`src/rtl/riscv_mem_pkg.sv`:
```
// Shared constants and types for the unified text/data memory arbiter.
package riscv_mem_pkg;

  localparam logic [31:0] NOP_INSTRUCTION    = 32'h00000013;
  localparam logic [31:0] DEFAULT_TEXT_START = 32'h00000000;
  localparam logic [31:0] DEFAULT_DATA_START = 32'h10010000;

  typedef enum logic [1:0] {
    OWNER_NONE,
    OWNER_I,
    OWNER_D
  } mem_owner_t;

  typedef struct packed {
    mem_owner_t owner;
    logic       is_read;
    logic       fault;
  } mem_tag_t;

endpackage

```
`src/rtl/mem_addr_decode.sv`:
```
// Maps a byte address onto a physical word index and flags misaligned or out-of-range accesses.
module mem_addr_decode #(
  parameter logic [31:0] BASE       = 32'h00000000,
  parameter int unsigned WORDS      = 1024,
  parameter int unsigned INDEX_BASE = 0,
  parameter int unsigned IDX_W      = 11
) (
  input  logic [31:0]      addr,
  output logic             valid,
  output logic [IDX_W-1:0] index
);

  logic [31:0] offset;

  // Wrap-around makes an address below BASE look huge, so one compare covers both bounds.
  assign offset = addr - BASE;
  assign valid  = (addr[1:0] == 2'b00) && (offset < (32'(WORDS) << 2));
  assign index  = IDX_W'(offset >> 2) + IDX_W'(INDEX_BASE);

endmodule

```
`src/rtl/unified_memory_arbiter.sv`:
```
// Shares one synchronous-read RAM between instruction fetch and load/store, with data
// priority and a bounded data streak so fetch cannot starve.
module unified_memory_arbiter
  import riscv_mem_pkg::*;
#(
  parameter int unsigned TEXT_WORDS      = 1024,
  parameter int unsigned DATA_WORDS      = 256,
  parameter logic [31:0] TEXT_START      = DEFAULT_TEXT_START,
  parameter logic [31:0] DATA_START      = DEFAULT_DATA_START,
  parameter int unsigned MAX_DATA_STREAK = 4
) (
  input  logic                                      clk,
  input  logic                                      rst,
  input  logic                                      i_req,
  input  logic [31:0]                               i_addr,
  output logic                                      i_gnt,
  output logic                                      i_rvalid,
  output logic [31:0]                               i_rdata,
  output logic                                      i_err,
  input  logic                                      d_req,
  input  logic                                      d_we,
  input  logic [31:0]                               d_addr,
  input  logic [31:0]                               d_wdata,
  output logic                                      d_gnt,
  output logic                                      d_rvalid,
  output logic [31:0]                               d_rdata,
  output logic                                      d_err,
  output logic                                      mem_en,
  output logic                                      mem_we,
  output logic [$clog2(TEXT_WORDS+DATA_WORDS)-1:0]  mem_addr,
  output logic [31:0]                               mem_wdata,
  input  logic [31:0]                               mem_rdata
);

  localparam int unsigned IDX_W    = $clog2(TEXT_WORDS + DATA_WORDS);
  localparam int unsigned STREAK_W = $clog2(MAX_DATA_STREAK + 1);

  logic             i_valid, d_valid;
  logic [IDX_W-1:0] i_index, d_index;
  logic             force_i;
  logic [STREAK_W-1:0] streak_q, streak_d;
  mem_tag_t         tag_q, tag_d;
  logic [31:0]      i_rdata_q, d_rdata_q;
  logic             i_resp, d_load;

  mem_addr_decode #(
    .BASE       (TEXT_START),
    .WORDS      (TEXT_WORDS),
    .INDEX_BASE (0),
    .IDX_W      (IDX_W)
  ) u_i_decode (
    .addr  (i_addr),
    .valid (i_valid),
    .index (i_index)
  );

  mem_addr_decode #(
    .BASE       (DATA_START),
    .WORDS      (DATA_WORDS),
    .INDEX_BASE (TEXT_WORDS),
    .IDX_W      (IDX_W)
  ) u_d_decode (
    .addr  (d_addr),
    .valid (d_valid),
    .index (d_index)
  );

  always_comb begin
    force_i   = (streak_q == STREAK_W'(MAX_DATA_STREAK)) && i_req;
    i_gnt     = 1'b0;
    d_gnt     = 1'b0;
    mem_en    = 1'b0;
    mem_we    = 1'b0;
    mem_addr  = '0;
    mem_wdata = '0;
    tag_d     = '{owner: OWNER_NONE, is_read: 1'b0, fault: 1'b0};
    streak_d  = streak_q;
    if (!rst) begin
      mem_wdata = d_wdata;
      if (d_req && !force_i) begin
        d_gnt = 1'b1;
        tag_d = '{owner: OWNER_D, is_read: !d_we, fault: !d_valid};
        if (d_valid) begin
          mem_en   = 1'b1;
          mem_we   = d_we;
          mem_addr = d_index;
        end
      end else if (i_req) begin
        i_gnt = 1'b1;
        tag_d = '{owner: OWNER_I, is_read: 1'b1, fault: !i_valid};
        if (i_valid) begin
          mem_en   = 1'b1;
          mem_addr = i_index;
        end
      end
      if (!i_req || i_gnt) begin
        streak_d = '0;
      end else if (d_gnt && (streak_q != STREAK_W'(MAX_DATA_STREAK))) begin
        streak_d = streak_q + STREAK_W'(1);
      end
    end
  end

  // Responses come straight from the tag so reset kills an in-flight read immediately.
  always_comb begin
    i_resp   = (tag_q.owner == OWNER_I);
    d_load   = (tag_q.owner == OWNER_D) && tag_q.is_read;
    i_rvalid = i_resp;
    i_err    = i_resp && tag_q.fault;
    d_rvalid = d_load;
    d_err    = (tag_q.owner == OWNER_D) && tag_q.fault;
    i_rdata  = i_rdata_q;
    d_rdata  = d_rdata_q;
    if (i_resp) begin
      i_rdata = tag_q.fault ? NOP_INSTRUCTION : mem_rdata;
    end
    if (d_load) begin
      d_rdata = tag_q.fault ? 32'h0 : mem_rdata;
    end
  end

  always_ff @(posedge clk or posedge rst) begin
    if (rst) begin
      streak_q  <= '0;
      tag_q     <= '{owner: OWNER_NONE, is_read: 1'b0, fault: 1'b0};
      i_rdata_q <= NOP_INSTRUCTION;
      d_rdata_q <= 32'h0;
    end else begin
      streak_q <= streak_d;
      tag_q    <= tag_d;
      if (i_resp) begin
        i_rdata_q <= i_rdata;
      end
      if (d_load) begin
        d_rdata_q <= d_rdata;
      end
    end
  end

endmodule

```
`config.mk`:
```
export PLATFORM = sky130hd
export DESIGN_NAME = unified_memory_arbiter
export DESIGN_NICKNAME = d
export VERILOG_FILES = /design/src/rtl/riscv_mem_pkg.sv /design/src/rtl/mem_addr_decode.sv /design/src/rtl/unified_memory_arbiter.sv
export SDC_FILE = /design/constraint.sdc
export NUM_CORES = 1
export LEC_CHECK = 0
export BUFFER_PORTS_ARGS = -buffer_cell sky130_fd_sc_hd__buf_2
export CAP_MARGIN = 20
export CORE_MARGIN = 2
export CORE_UTILIZATION = 40
export CTS_BUF_LIST = sky130_fd_sc_hd__clkbuf_8
export DETAILED_ROUTE_END_ITERATION = 10
export GPL_ROUTABILITY_DRIVEN = 0
export PLACE_DENSITY_LB_ADDON = 0.25
export REMOVE_ABC_BUFFERS = 1
export SLEW_MARGIN = 25
export SYNTH_ARGS = -nofsm -noshare
export SYNTH_HDL_FRONTEND = slang
export SYNTH_HIERARCHICAL = 1
export SYNTH_SLANG_ARGS = --single-unit
```
`constraint.sdc`:
```
create_clock -name clk -period 3.5 [get_ports clk]
set_clock_uncertainty 0.15 [all_clocks]
set_input_delay 0.175 -clock clk [delete_from_list [all_inputs] [get_ports clk]]
set_output_delay 0.175 -clock clk [all_outputs]
set_load 0.02 [all_outputs]
```
Word level (Yosys, flattened, before mapping)
Cells that the tools add are included.

word-level totals
  register bits = 71
  input bits = 133
  output and inout port bits = 115
  logic and storage cells = 64

cells by class
  $add $sub $neg = 3
  order comparisons = 2
  eq/ne operators = 4
  mux-type cells = 30
  bitwise gates (word level) = 1
  reductions and logical operators = 18

operator list
  cell                      count
  $mux W32                  5
  $mux W11                  5
  $lt A32 B11 Y1 const B    1
  $lt A32 B13 Y1 const B    1
  $sub A32 B29 Y32 const B  1
  $mux W1                   15
  $add A11 B11 Y11 const B  1
  $mux W3                   3
  $logic_and A1 B1 Y1       8
  $mux W4                   2
  $logic_not A1 Y1          5
  $logic_not A2 Y1          2
  $add A3 B1 Y3 const B     1
  $eq A3 B3 Y1 const B      1
  $ne A3 B3 Y1 const B      1
  $eq A2 B1 Y1 const B      1
  $eq A2 B2 Y1 const B      1
  $reduce_and A2 Y1         1
  $reduce_bool A2 Y1        1
  $logic_or A1 B1 Y1        1
  $not A1 Y1                1

Logic depth before layout (Yosys ltp)
  depth after elaboration = 9
  mapped depth = 7
  mapped depth without buffers = 6

By module
Netlist, hierarchy kept.

modules (own cells, without submodules)
  module                         times used  cells each  area each (um^2)  seq. area each (um^2)
  unified_memory_arbiter         1           410         3453.3            1780.5
  mem_addr_decode at u_d_decode  1           29          207.7             0.0
  mem_addr_decode at u_i_decode  1           18          133.9             0.0

Worst setup path after synthesis
OpenSTA, ideal clock, no wires.

  path type = input port to output port
  start point = input rst
  end point = output mem_addr[0]
  arrival time = 3.087 ns
  path slack = 0.088 ns
  cell stages on the path = 4
  path buffers = 1
  path through = clkinv_1 -> and4_2 -> buf_2 -> a22o_1

on the way
  word-level cells in the longest chain between the ends = 1

RTL lines
  element          RTL line                      text
  start, declared  unified_memory_arbiter.sv:13  input logic rst,
  $mux W11         unified_memory_arbiter.sv:78  if (!rst) begin
  end, declared    unified_memory_arbiter.sv:30  output logic [$clog2(TEXT_WORDS+DATA_WORDS)-1:0] mem_addr,

No other way between the ends.

Worst setup path after layout
  start point = register tag_q[0] (netlist bit)
  end point = output d_rdata[12]

on the way
  word-level cells in the longest chain between the ends = 2

RTL lines
  element                 RTL line                       text
  start, declared         unified_memory_arbiter.sv:42   mem_tag_t tag_q, tag_d;
  start signal, assigned  unified_memory_arbiter.sv:125  tag_q <= '{owner: OWNER_NONE, is_read: 1'b0, fault: 1'b0};
  start signal, assigned  unified_memory_arbiter.sv:130  tag_q <= tag_d;
  $mux W32                unified_memory_arbiter.sv:118  d_rdata = tag_q.fault ? 32'h0 : mem_rdata;
  $mux W32                unified_memory_arbiter.sv:117  if (d_load) begin
  end, declared           unified_memory_arbiter.sv:26   output logic [31:0] d_rdata,

No other way between the ends.

==> results.sh <==
export IMPL_r2r_start="tag_q[0]$_DFF_PP0_"
export IMPL_clock_sinks=71
export IMPL_drt_wl_total_microns=11420
export IMPL_drive_gt1_share_pct=39.44
export IMPL_rsz0062_at_grt="no"
export IMPL_holdCritStartpoint="i_addr[30]"
export IMPL_ctsHtreeMaxLevel=3
export IMPL_drc=0
export IMPL_clock_path_buffers=2
export IMPL_ir_drop_uv=215.2
export IMPL_timing_hold_violations_final=0
export IMPL_track_usage_pct=21.75
export IMPL_first_iter_violations=133
export IMPL_start_util_pct=41.07
export IMPL_critPathKind="reg2out"
export IMPL_use_met2_pct=40.14
export IMPL_rows=35
export IMPL_cts_tree="yes"
export IMPL_finalMaxSlewViolations=0
export IMPL_setup_viol=0
export IMPL_die_area_sq_um=10280
export IMPL_holdWs_ns=0.07219
export IMPL_overflow=0
export IMPL_max_clock_freq_ghz=0.4059
export IMPL_vias=4092
export IMPL_outcome="completed"
export IMPL_io_buffers=247
export IMPL_cts_setup_buffers=0
export IMPL_powerDensity_nw_per_um2=485.6
export IMPL_dpl_hpwl_microns=8374
export IMPL_yosysTopAreaCell="dfrtp_1"
export IMPL_grt_pass1_vias=3909
export IMPL_setup_worst_path_start_class="register"
export IMPL_die_w_microns=101.4
export IMPL_grt_pass1_wl_microns=17660
export IMPL_reg2reg_slack_ns=1.60
export IMPL_first_pass_iters=4
export IMPL_grt_busiest_layer="met2"
export IMPL_clock_latency_ns=0.34
export IMPL_worstPathRequired_ns=3.17
export IMPL_crit_path_max_fanout=21
export IMPL_hold_class="in2reg"
export IMPL_grt_max_degree=75
export IMPL_postRouteAntennaNets=0
export IMPL_ios=248
export IMPL_syn_area_per_cell_sq_um=8.304
export IMPL_synth_distinct_cells=41
export IMPL_netlist_area_sq_um=3795
export IMPL_nets=841
export IMPL_hold_buffers=36
export IMPL_num_antenna_cells=0
export IMPL_core_area_sq_um=9240
export IMPL_period_minus_slack_ns=2.464
export IMPL_viasPerCell=4.877
export IMPL_cts_root_buf="clkbuf_8"
export IMPL_crit_start="tag_q[0]$_DFF_PP0_"
export IMPL_syn2layout_area_growth_pct=46.95
export IMPL_synth_top_area_share_pct=44.84
export IMPL_crit_arrival_ns=2.14
export IMPL_cts_resized_gates=0
export IMPL_crit_path_end_kind="output port"
export IMPL_worst_pin_slew_ns=0.6705
export IMPL_die_h_microns=101.4
export IMPL_cap_violations=0
export IMPL_antenna_found_initial=0
export IMPL_gr_usage_met1_pct=23.79
export IMPL_synth_seq_cells=71
export IMPL_timing_final_crit_share_pct=70.40
export IMPL_syn_inst=457
export IMPL_leakage_nw=2.963
export IMPL_yosys_warnings=6
export IMPL_synthTopCellsByArea="dfrtp_1 (45%), o21ai_0 (17%), nand2_1 (10%), nor2b_1 (5.4%), buf_4 (4.2%)"
export IMPL_finalPower_mw=2.708
export IMPL_clkTransAtPathRegs_ns=0.07
export IMPL_cts_buffers=9
export IMPL_synth_seq_area_share_pct=46.92
export IMPL_tns_ns=0
export IMPL_relSlewSlack_pct=55.02
export IMPL_use_met3_pct=5.314
export IMPL_wl_per_cell_microns=13.61
==> report_power, final <==
group / switching [mW] / internal [mW] / total [mW] / leakage, nW
sequential: 0.0451 / 0.992 / 1.04 / 0.887
clock: 0.302 / 0.468 / 0.769 / 0.111
combinational: 0.580 / 0.321 / 0.901 / 1.97
==> placed cells by master, fill, tap and decap left out, drive strengths merged, types with 6 or more instances in the layout <==
cell / count
buf: 253
o21ai: 129
nand2: 103
dfrtp: 68
dlygate4sd3: 36
nor2b: 33
a22o: 10
clkbuf: 9
nor4: 7
nor2: 6
inv: 6
==> per-stage QoR <==
stage               instances  utilization [%]  instance area, sq um  setup slack, ns
floorplan                 406                -                  3505          0.07761
global placement          787            53.62                  4955            1.164
detailed placement        787            53.62                  4955            1.106
CTS                       838            60.05                  5549           0.9721
global route              839            60.35                  5577           0.8076
finish                    839            60.35                  5577            1.036
==> cells in the mapped netlist, drive strengths merged <==
| master | instances |
|---|---|
| nand4b | 1 |
| nand3 | 3 |
| dfrtp | 68 |
| mux2i | 1 |
| nor3 | 4 |
| a21bo | 1 |
| or2b | 1 |
| o31ai | 2 |
| o21ai | 129 |
| or4 | 3 |
| a21oi | 4 |
| nand2b | 4 |
| nor2 | 6 |
| nor3b | 2 |
| and2 | 1 |
| or2 | 1 |
| nand3b | 2 |
| o22ai | 1 |
| clkbuf | 19 |
| o2bb2ai | 1 |
| nand2 | 103 |
| nand4 | 2 |
| inv | 5 |
| nor2b | 33 |
| o211a | 1 |
| clkinv | 2 |
| and4 | 2 |
| buf | 32 |
| a22o | 10 |
| nor4 | 7 |
| dfstp | 3 |
| nor4b | 1 |
| ha | 2 |
==> final cells by class <==
class	count	area, sq um
fillers	833	3664
flip-flops and latches	71	1780
multi-input cells	328	1700
repair buffers	289	1674
well taps	129	161.4
clock buffers	9	123.9
clock inverters	6	110.1
inverters	7	26.28
==> sequential cells by signal, indices dropped and copies added (netlist names) <==
register / flops
d_rdata_q: 32
tag_q: 4
streak_q: 3
i_rdata_q: 32
==> routing by layer <==
| metal | vias to the layer above | wire, microns |
|---|---|---|
| li1 | 2038 | - |
| met1 | 1869 | 4493 |
| met2 | 162 | 5911 |
| met3 | 23 | 700 |
| met4 | 0 | 313 |
| met5 | - | 0 |
==> critical path: stages (launching register included) <==
cell and delay (ns):
dfrtp_1 0.39, clkinv_1 0.55, buf_4 0.44, nand2_1 0.12, o21ai_0 0.10, buf_2 0.19
==> logic make-up (layout without fill, tap and decap cells) <==
group	after synthesis	count (layout)	share of synthesized area (%)
simple gates	176	176	22.62
fa+ha+maj	2	2	0.6593
buf+inv	58	311	8.342
mux	1	1	0.2638
flops	71	71	46.92
compound gates	149	149	21.20
==> path summary, 6_finish.rpt <==
check | end | cells past startpoint
hold reg to reg | d_rdata_q[18]$_DFFE_PP0N_ | 2
setup / recovery | d_rdata[12] | 5
hold / removal | tag_q[0]$_DFF_PP0_ | 3
setup reg to reg | d_rdata_q[30]$_DFFE_PP0N_ | 4
min in group asynchronous | tag_q[3]$_DFF_PP0_ | 3
max in group asynchronous | i_rdata_q[0]$_DFFE_PP1P_ | 4
(Power assumes the default switching activity.)
